File: src/rtl/sbc_seq_8bit.sv
// Multi-cycle 8-bit subtract-with-borrow (SBC) for the 6502 ALU, binary and NMOS decimal modes.
// A + ~B + Cin is formed nibble-serially through one shared 4-bit carry-lookahead adder.
module sbc_seq_8bit #(
    parameter bit DEC_ENABLE = 1'b1
) (
    input  logic       clk,
    input  logic       rst,
    input  logic       start,
    input  logic [7:0] a,
    input  logic [7:0] b,
    input  logic       cin,
    input  logic       dec,
    output logic       busy,
    output logic       done,
    output logic [7:0] result,
    output logic       c_out,
    output logic       z_out,
    output logic       v_out,
    output logic       n_out
);

    typedef enum logic [2:0] {
        StIdle = 3'd0,
        StLo   = 3'd1,
        StHi   = 3'd2,
        StAdj  = 3'd3,
        StFin  = 3'd4
    } state_e;

    state_e state_q, state_d;

    logic [7:0] a_q, a_d;
    logic [7:0] b_q, b_d;
    logic       cin_q, cin_d;
    logic       dec_q, dec_d;
    logic [4:0] lo5_q, lo5_d;
    logic [4:0] hi5_q, hi5_d;
    logic       busy_q, busy_d;
    logic       done_q, done_d;
    logic [7:0] result_q, result_d;
    logic       c_q, c_d;
    logic       z_q, z_d;
    logic       v_q, v_d;
    logic       n_q, n_d;

    // Shared adder cell: low nibble in StLo, high nibble (with the low carry) in StHi.
    logic [3:0] add_x;
    logic [3:0] add_y;
    logic       add_ci;
    logic [3:0] add_g;
    logic [3:0] add_p;
    logic [4:0] add_c;
    logic [4:0] add_sum5;

    always_comb begin
        if (state_q == StHi) begin
            add_x  = a_q[7:4];
            add_y  = ~b_q[7:4];
            add_ci = lo5_q[4];
        end else begin
            add_x  = a_q[3:0];
            add_y  = ~b_q[3:0];
            add_ci = cin_q;
        end
    end

    always_comb begin
        add_g    = add_x & add_y;
        add_p    = add_x ^ add_y;
        add_c[0] = add_ci;
        add_c[1] = add_g[0] | (add_p[0] & add_ci);
        add_c[2] = add_g[1] | (add_p[1] & add_g[0]) | (add_p[1] & add_p[0] & add_ci);
        add_c[3] = add_g[2] | (add_p[2] & add_g[1]) | (add_p[2] & add_p[1] & add_g[0])
                 | (add_p[2] & add_p[1] & add_p[0] & add_ci);
        add_c[4] = add_g[3] | (add_p[3] & add_g[2]) | (add_p[3] & add_p[2] & add_g[1])
                 | (add_p[3] & add_p[2] & add_p[1] & add_g[0])
                 | (add_p[3] & add_p[2] & add_p[1] & add_p[0] & add_ci);
        add_sum5 = {add_c[4], add_p ^ add_c[3:0]};
    end

    // Binary result and flags; in StHi the high nibble comes straight from the adder.
    logic [4:0] hi5_cur;
    logic [7:0] bin_r;
    logic       bin_c;
    logic       bin_z;
    logic       bin_v;
    logic       bin_n;
    logic [3:0] lo_adj;
    logic [3:0] hi_adj;

    always_comb begin
        hi5_cur = (state_q == StHi) ? add_sum5 : hi5_q;
        bin_r   = {hi5_cur[3:0], lo5_q[3:0]};
        bin_c   = hi5_cur[4];
        bin_z   = (bin_r == 8'h00);
        bin_v   = (a_q[7] ^ b_q[7]) & (a_q[7] ^ bin_r[7]);
        bin_n   = bin_r[7];
        // NMOS decimal fix-up: subtract 6 from any nibble that borrowed.
        lo_adj  = lo5_q[4] ? lo5_q[3:0] : (lo5_q[3:0] - 4'd6);
        hi_adj  = hi5_q[4] ? hi5_q[3:0] : (hi5_q[3:0] - 4'd6);
    end

    always_ff @(posedge clk or posedge rst) begin
        if (rst) begin
            state_q <= StIdle;
        end else begin
            state_q <= state_d;
        end
    end

    always_comb begin
        state_d = state_q;
        unique case (state_q)
            StIdle:  if (start) state_d = StLo;
            StLo:    state_d = StHi;
            StHi:    state_d = dec_q ? StAdj : StFin;
            StAdj:   state_d = StFin;
            StFin:   state_d = StIdle;
            default: state_d = StIdle;
        endcase
    end

    always_comb begin
        a_d      = a_q;
        b_d      = b_q;
        cin_d    = cin_q;
        dec_d    = dec_q;
        lo5_d    = lo5_q;
        hi5_d    = hi5_q;
        busy_d   = busy_q;
        done_d   = 1'b0;
        result_d = result_q;
        c_d      = c_q;
        z_d      = z_q;
        v_d      = v_q;
        n_d      = n_q;
        unique case (state_q)
            StIdle: begin
                if (start) begin
                    a_d    = a;
                    b_d    = b;
                    cin_d  = cin;
                    dec_d  = dec & DEC_ENABLE;
                    busy_d = 1'b1;
                end
            end
            StLo: begin
                lo5_d = add_sum5;
            end
            StHi: begin
                hi5_d = add_sum5;
                if (!dec_q) begin
                    result_d = bin_r;
                    c_d      = bin_c;
                    z_d      = bin_z;
                    v_d      = bin_v;
                    n_d      = bin_n;
                    done_d   = 1'b1;
                    busy_d   = 1'b0;
                end
            end
            StAdj: begin
                result_d = {hi_adj, lo_adj};
                c_d      = bin_c;
                z_d      = bin_z;
                v_d      = bin_v;
                n_d      = bin_n;
                done_d   = 1'b1;
                busy_d   = 1'b0;
            end
            StFin: begin
            end
            default: begin
            end
        endcase
    end

    always_ff @(posedge clk or posedge rst) begin
        if (rst) begin
            a_q      <= 8'h00;
            b_q      <= 8'h00;
            cin_q    <= 1'b0;
            dec_q    <= 1'b0;
            lo5_q    <= 5'h00;
            hi5_q    <= 5'h00;
            busy_q   <= 1'b0;
            done_q   <= 1'b0;
            result_q <= 8'h00;
            c_q      <= 1'b0;
            z_q      <= 1'b0;
            v_q      <= 1'b0;
            n_q      <= 1'b0;
        end else begin
            a_q      <= a_d;
            b_q      <= b_d;
            cin_q    <= cin_d;
            dec_q    <= dec_d;
            lo5_q    <= lo5_d;
            hi5_q    <= hi5_d;
            busy_q   <= busy_d;
            done_q   <= done_d;
            result_q <= result_d;
            c_q      <= c_d;
            z_q      <= z_d;
            v_q      <= v_d;
            n_q      <= n_d;
        end
    end

    assign busy   = busy_q;
    assign done   = done_q;
    assign result = result_q;
    assign c_out  = c_q;
    assign z_out  = z_q;
    assign v_out  = v_q;
    assign n_out  = n_q;

endmodule
File: config.mk
export PLATFORM = sky130hd
export DESIGN_NAME = sbc_seq_8bit
export DESIGN_NICKNAME = d
export VERILOG_FILES = /design/src/rtl/sbc_seq_8bit.sv
export SDC_FILE = /design/constraint.sdc
export NUM_CORES = 1
export LEC_CHECK = 0
export ABC_CLOCK_PERIOD_IN_PS = 3500
export BUFFER_PORTS_ARGS = -buffer_cell sky130_fd_sc_hd__buf_2
export CORE_UTILIZATION = 45
export DETAILED_ROUTE_END_ITERATION = 10
export PLACE_DENSITY = 0.67
export REMOVE_ABC_BUFFERS = 1
export SLEW_MARGIN = 20
export SYNTH_ARGS = -nofsm -noshare
export SYNTH_HDL_FRONTEND = slang
export SYNTH_SLANG_ARGS = --single-unit
File: constraint.sdc
create_clock -name clk -period 3.5 [get_ports clk]
set_clock_uncertainty 0.2 [all_clocks]
set_input_delay 0.7 -clock clk [delete_from_list [all_inputs] [get_ports clk]]
set_output_delay 0.7 -clock clk [all_outputs]
set_load 0.02 [all_outputs]
==> results of run 1 <==
==> registers in the layout, indices dropped and copies added, names as in the netlist <==
register,cells
lo5_q,5
state_q,3
b_q,8
n_out,1
c_out,1
v_out,1
z_out,1
cin_q,1
result,8
hi5_q,5
a_q,8
busy,1
done,1
dec_q,1
==> where the power goes <==
group / leakage (nW) / internal [W] / switching [W]
Clock: 0.0443 / 0.000157 / 0.000165
Combinational: 0.623 / 0.000639 / 0.000810
Sequential: 0.546 / 0.000775 / 0.000174
==> cell usage after synthesis <==
cell                         n
sky130_fd_sc_hd__fa_1        1
sky130_fd_sc_hd__nand3_1     4
sky130_fd_sc_hd__nor2b_1     2
sky130_fd_sc_hd__a21o_1      2
sky130_fd_sc_hd__nor3_1      2
sky130_fd_sc_hd__nor4b_1     1
sky130_fd_sc_hd__nor2_1      7
sky130_fd_sc_hd__mux2i_1     7
sky130_fd_sc_hd__a31oi_1     2
sky130_fd_sc_hd__inv_1       8
sky130_fd_sc_hd__a21oi_1     5
sky130_fd_sc_hd__a22o_1      1
sky130_fd_sc_hd__dfrtp_1    45
sky130_fd_sc_hd__o21ai_0    20
sky130_fd_sc_hd__o41ai_1     1
sky130_fd_sc_hd__a2111oi_2   1
sky130_fd_sc_hd__nor4_1      1
sky130_fd_sc_hd__mux2_2     18
sky130_fd_sc_hd__o211ai_2    1
sky130_fd_sc_hd__or3b_1      2
sky130_fd_sc_hd__and4_1      1
sky130_fd_sc_hd__o22ai_1     1
sky130_fd_sc_hd__clkbuf_1    8
sky130_fd_sc_hd__xnor2_1     7
sky130_fd_sc_hd__mux2i_2     1
sky130_fd_sc_hd__nand3b_1    1
sky130_fd_sc_hd__buf_6       2
sky130_fd_sc_hd__xor2_1      1
sky130_fd_sc_hd__o31ai_2     1
sky130_fd_sc_hd__nand4_1     1
sky130_fd_sc_hd__ha_1        7
sky130_fd_sc_hd__nand2_1    38
==> worst min path at each step <==
stage          startpoint         to  slack (ns)  cells past startpoint
3_5_place_dp        n_out      n_out        0.26                      2
2_1_floorplan    lo5_q[0]  result[0]        0.26                      2
5_1_grt               rst     a_q[5]        0.29                      2
6_report              rst     a_q[1]        0.24                      2
3_3_place_gp    result[0]  result[0]        0.25                      2
4_1_cts               rst     a_q[1]        0.25                      2
==> layout make-up <==
cell class	count	area [um^2]	share of cell area, %
Sequential cell	45	1130	45.6
Multi-Input combinational cell	137	953	38.6
Timing Repair Buffer	39	208	8.41
Inverter	8	30.0	1.22
Clock buffer	7	86.3	3.50
Tap cell	52	65.1	2.64
==> metrics by stage <==
step	area, um^2	hold WS [ns]	cells	setup WS (ns)	power, W
final	2470	0.235	288	0.423	0.00272
after global routing	2470	0.292	288	0.202	0.00300
after CTS	2470	0.249	288	0.418	0.00276
after detailed placement	2380	0.260	281	0.441	0.00243
after global placement	2380	0.254	281	0.489	0.00240
after floorplan	2100	0.256	190	0.0226	0.00205
==> cells by family after synthesis <==
group | Yosys count | synth area share, %
flops | 45 | 52.2
xor+xnor | 8 | 3.25
simple gates | 60 | 12.4
buf+inv | 18 | 3.83
compound gates | 35 | 10.0
mux | 26 | 13.3
fa+ha+maj | 8 | 4.99
==> cell usage in the layout, fill, tap and decap left out, types with 7 or more instances in the layout <==
cell type                 instances
sky130_fd_sc_hd__nand2_1         38
sky130_fd_sc_hd__nor2_1           7
sky130_fd_sc_hd__mux2_2          18
sky130_fd_sc_hd__inv_1            7
sky130_fd_sc_hd__mux2i_1          7
sky130_fd_sc_hd__ha_1             7
sky130_fd_sc_hd__xnor2_1          7
sky130_fd_sc_hd__o21ai_0         19
sky130_fd_sc_hd__buf_2           34
sky130_fd_sc_hd__dfrtp_1         45
==> layer usage <==
layer / routed length [um] / track usage [%]
met1: 1790 / 22.4
met2: 1730 / 28.0
met3: 229 / 7.17
met4: 76 / 6.89
met5: 0 / 0
==> results.yml, run 1 <==
yosys:
  avgSynthCellArea_um2: 10.8
  yosys_warnings: 0
  yosys.cell_types.count: 32
  yosysTopAreaCellShare_pct: 52.2
  top_cell_type_by_total_area_after_synthesis: "sky130_fd_sc_hd__dfrtp_1"
  cells_after_synth: 200
  synth_area_leaders: "sky130_fd_sc_hd__dfrtp_1, sky130_fd_sc_hd__mux2_2, sky130_fd_sc_hd__nand2_1, sky130_fd_sc_hd__o21ai_0, sky130_fd_sc_hd__ha_1"
  synth_seq_area_share_pct: 52.2
  synth.ff_latch_count: 45
  syn_area_um2: 2160
route:
  detail_route.wl_per_cell_um: 13.3
  route.detailed.vias_per_inst: 5.26
  drtIter0Drc: 39
  drt_wl_total_um: 3830
  drt_pass1_iterations: 7
  final_antenna_net_count: 0
  dr_total_vias: 1516
  drc_errors: 3
clock_tree:
  cts.clk_slew.worst_paths_ns: 0.08
  tritoncts_num_sinks: 45
  postCtsSetupRepairBufs: 0
  cts_hold_buf: 0
  post_cts.resized_instances: 0
  cts_inserted_buffers: 5
  clockRootBuffer: "sky130_fd_sc_hd__clkbuf_8"
  ctsLongestPathBuffers: 2
  worstSkewPairLatency_ns: 0.31
  clock_tree_from_tritoncts: "done"
  h-tree-depth: 2
timing:
  finalHoldViolCount: 0
  rsz0062_at_grt: "false"
  clock.fmax_mhz: 325
  relSlewSlack_pct: 47.3
  report.final.setup_viol: 0
  final_cycle_share_pct: 87.9
  maxSlewViolCount: 0
  setup_total_negative_slack_ns: 0
  layout_min_cycle_time_ns: 3.08
  worstMarginPinSlew_ns: 0.786
worst_setup_path:
  crit-reg2reg-launch: "state_q[0]"
  cp_data_required_time_ns: 3.53
  timing.setup.critical_path_class: "register to register"
  setup.worst_path.start_class: "register"
  critPathMaxStageDelay_ns: 0.56
  crit_slowest_cell: "sky130_fd_sc_hd__or3b_1"
  endpoint_arrival_time_on_the_critical_path_ns: 3.11
  worst_r2r_endpoint: "v_out"
  timing.critical_path.from: "state_q[0]"
  top_fanout_value_on_the_critical_path: 8
  worstPathCellList: "or3b_1 -> mux2i_1 -> ha_1 -> nand4_1 -> and4_1 -> o31ai_2 -> or3b_1 -> a31oi_1"
  path_delay_family: "simple AND/OR/NAND/NOR gates"
  critical_path.most_common_cell: "sky130_fd_sc_hd__or3b_1"
  reg2regPathDepth: 8
  cp_num_buf_inv: 0
  r2r_setup_slack_ns: 0.42
  crit_end: "v_out"
  crit_cells: 8
  critPathCaptureType: "register"
die:
  std_cell_rows: 24
  die_w_um: 71.2
  full_die_area_um2: 5070
  io-pin-count: 35
  die-height_um: 71.2
  initial_core_util_pct: 48.2
  design.core.area_um2: 4470
layout:
  layout.core_utilization_pct: 55.2
  num_antenna_cells: 0
  final.fill_count: 424
  final_net_count: 265
  final_layout_size_suffix_gt1_share_pct: 28.8
  areaGrowthSynthToFinish_pct: 14.5
power:
  vdd_drop_max_uv: 517
  p_leak_nw: 1.21
  p_per_area_nw_per_um2: 1100
grt:
  via_count_of_the_first_global_routing_pass: 1514
  grt-ovfl-total: 0
  antenna_violations_before_repair: 0
  grt_use_total_pct: 17.9
  grt_max_degree: 24
  grt_pass1_wl_um: 6840
place:
  io_buffer_count: 34
  dp_hpwl_um: 2880
  finalWeightedCongestion: 0.827
run_status:
  status: "finished with violations"
  violated_checks: "DRC"
hold_path:
  hold_class: "primary input to async pin"
flow_run:
  max_cap_viol_count: 0
Power figures use the tool's default switching activity.
==> run 2: changes to the inputs <==
- CAP_MARGIN: default -> 15
- GPL_TIMING_DRIVEN: default -> 0
==> run 2 against run 1 <==
Against the previous run:
- the flow still finishes with violations (DRC)
- final cell count is the same
- register-to-register slack got worse by 0.12 ns
- global-route usage is 1.8 points lower
- clock power increased by 8.1%
- critical path depth rose by 2
- count of clock-buffer cells in the layout did not move
- sequential cell count stayed put
- routed wire length is 7.1% lower
- non-clock buffer count down 1
- largest power group unchanged
- highest routed layer unchanged
==> results.yml, run 2 (synthesis results as in run 1) <==
timing:
  finalHoldViolCount: 0
  layout_min_cycle_time_ns: 3.19
  clock.fmax_mhz: 313
  relSlewSlack_pct: 57.7
  report.final.setup_viol: 0
  final_cycle_share_pct: 91.2
  setup_total_negative_slack_ns: 0
  maxSlewViolCount: 0
  rsz0062_at_grt: "false"
  worstMarginPinSlew_ns: 0.633
run_status:
  violated_checks: "DRC"
  status: "finished with violations"
clock_tree:
  ctsLongestPathBuffers: 2
  clockRootBuffer: "sky130_fd_sc_hd__clkbuf_8"
  tritoncts_num_sinks: 45
  clock_tree_from_tritoncts: "done"
  postCtsSetupRepairBufs: 0
  cts_inserted_buffers: 5
  worstSkewPairLatency_ns: 0.30
  h-tree-depth: 2
  cts.clk_slew.worst_paths_ns: 0.08
worst_setup_path:
  crit-reg2reg-launch: "state_q[1]"
  setup.worst_path.start_class: "register"
  top_fanout_value_on_the_critical_path: 11
  timing.critical_path.from: "state_q[1]"
  endpoint_arrival_time_on_the_critical_path_ns: 3.22
  timing.setup.critical_path_class: "register to register"
  cp_data_required_time_ns: 3.53
  critPathCaptureType: "register"
  r2r_setup_slack_ns: 0.31
grt:
  grt-ovfl-total: 0
  grt_use_total_pct: 16.1
  grt_max_degree: 30
  grt_pass1_wl_um: 6290
  antenna_violations_before_repair: 0
  via_count_of_the_first_global_routing_pass: 1383
die:
  io-pin-count: 35
  initial_core_util_pct: 48.2
  full_die_area_um2: 5070
  die-height_um: 71.2
  std_cell_rows: 24
  die_w_um: 71.2
  design.core.area_um2: 4470
power:
  vdd_drop_max_uv: 564
  p_per_area_nw_per_um2: 1100
  p_leak_nw: 1.23
layout:
  final.fill_count: 424
  post_layout_nonfiller_instances: 288
  layout_commonest_cell: "sky130_fd_sc_hd__dfrtp_1"
  layout.core_utilization_pct: 55.9
  mostFrequentLayoutCells: "sky130_fd_sc_hd__dfrtp_1, sky130_fd_sc_hd__nand2_1, sky130_fd_sc_hd__buf_2, sky130_fd_sc_hd__o21ai_0, sky130_fd_sc_hd__mux2_2"
  final_layout_size_suffix_gt1_share_pct: 31.4
  areaGrowthSynthToFinish_pct: 16.0
  final_net_count: 264
  num_antenna_cells: 0
route:
  drt_pass1_iterations: 7
  drt_wl_total_um: 3550
  drtIter0Drc: 51
  drc_errors: 3
  final_antenna_net_count: 0
  dr_total_vias: 1465
  detail_route.wl_per_cell_um: 12.3
  route.detailed.vias_per_inst: 5.09
hold_path:
  hold_class: "primary input to async pin"
place:
  io_buffer_count: 34
  dp_hpwl_um: 2650
  finalWeightedCongestion: 0.786
  place_inst: 280
flow_run:
  max_cap_viol_count: 0
[run 2: stage by stage]
| stage | cell area (um^2) | hold WS [ns] | setup slack (ns) | total power, W |
|---|---|---|---|---|
| global placement | 2340 | 0.255 | -0.910 | 0.00237 |
| finish | 2500 | 0.165 | 0.308 | 0.00275 |
| global route | 2500 | 0.201 | 0.0462 | 0.00300 |
| floorplan | 2100 | 0.256 | 0.0226 | 0.00205 |
| detailed placement | 2390 | 0.258 | 0.0599 | 0.00242 |
| CTS | 2490 | 0.176 | 0.0442 | 0.00277 |
[run 2: critical path: stages, from the launching register on]
cell                      delay [ns]
sky130_fd_sc_hd__dfrtp_1        0.43
sky130_fd_sc_hd__nor2b_1        0.33
sky130_fd_sc_hd__nor2b_2        0.50
sky130_fd_sc_hd__nand2_1        0.10
sky130_fd_sc_hd__nand2_1        0.08
sky130_fd_sc_hd__ha_1           0.30
sky130_fd_sc_hd__a21oi_1        0.27
sky130_fd_sc_hd__and4_1         0.28
sky130_fd_sc_hd__o31ai_2        0.11
sky130_fd_sc_hd__or3b_1         0.39
sky130_fd_sc_hd__a31oi_1        0.15
[run 2: layer usage]
metal	GRT usage, %	wire [um]	up-vias
met5	0	0	-
met4	6.67	67	0
met3	3.38	114	7
met2	25.6	1600	28
met1	21.5	1770	676
li1	-	-	754
[run 2: area by class of cell]
class | instances | area [um^2] | share of cell area [%]
Multi-Input combinational cell | 137 | 966 | 38.6
Tap cell | 52 | 65.1 | 2.60
Timing Repair Buffer | 38 | 211 | 8.46
Clock buffer | 7 | 96.3 | 3.85
Clock inverter | 1 | 5.00 | 0.200
Inverter | 8 | 30.0 | 1.20
Sequential cell | 45 | 1130 | 45.0
[run 2: repair_timing]
action	4_1_cts	5_1_grt
hold buffers	0	0
gates resized for setup	0	4
setup endpoints to repair	0	3
hold endpoints to repair	0	0
[run 2: power by group]
group	internal [W]	switching [W]	total, W
Combinational	0.000646	0.000808	0.00145
Sequential	0.000774	0.000171	0.000945
Clock	0.000178	0.000170	0.000348
[run 2: worst paths after layout]
check	to	depth (start not counted)
hold / removal	a_q[0]	2
hold reg to reg	result[0]	2
min in group clk	result[0]	2
setup reg to reg	v_out	10
max in group asynchronous	lo5_q[2]	3
setup / recovery	v_out	10
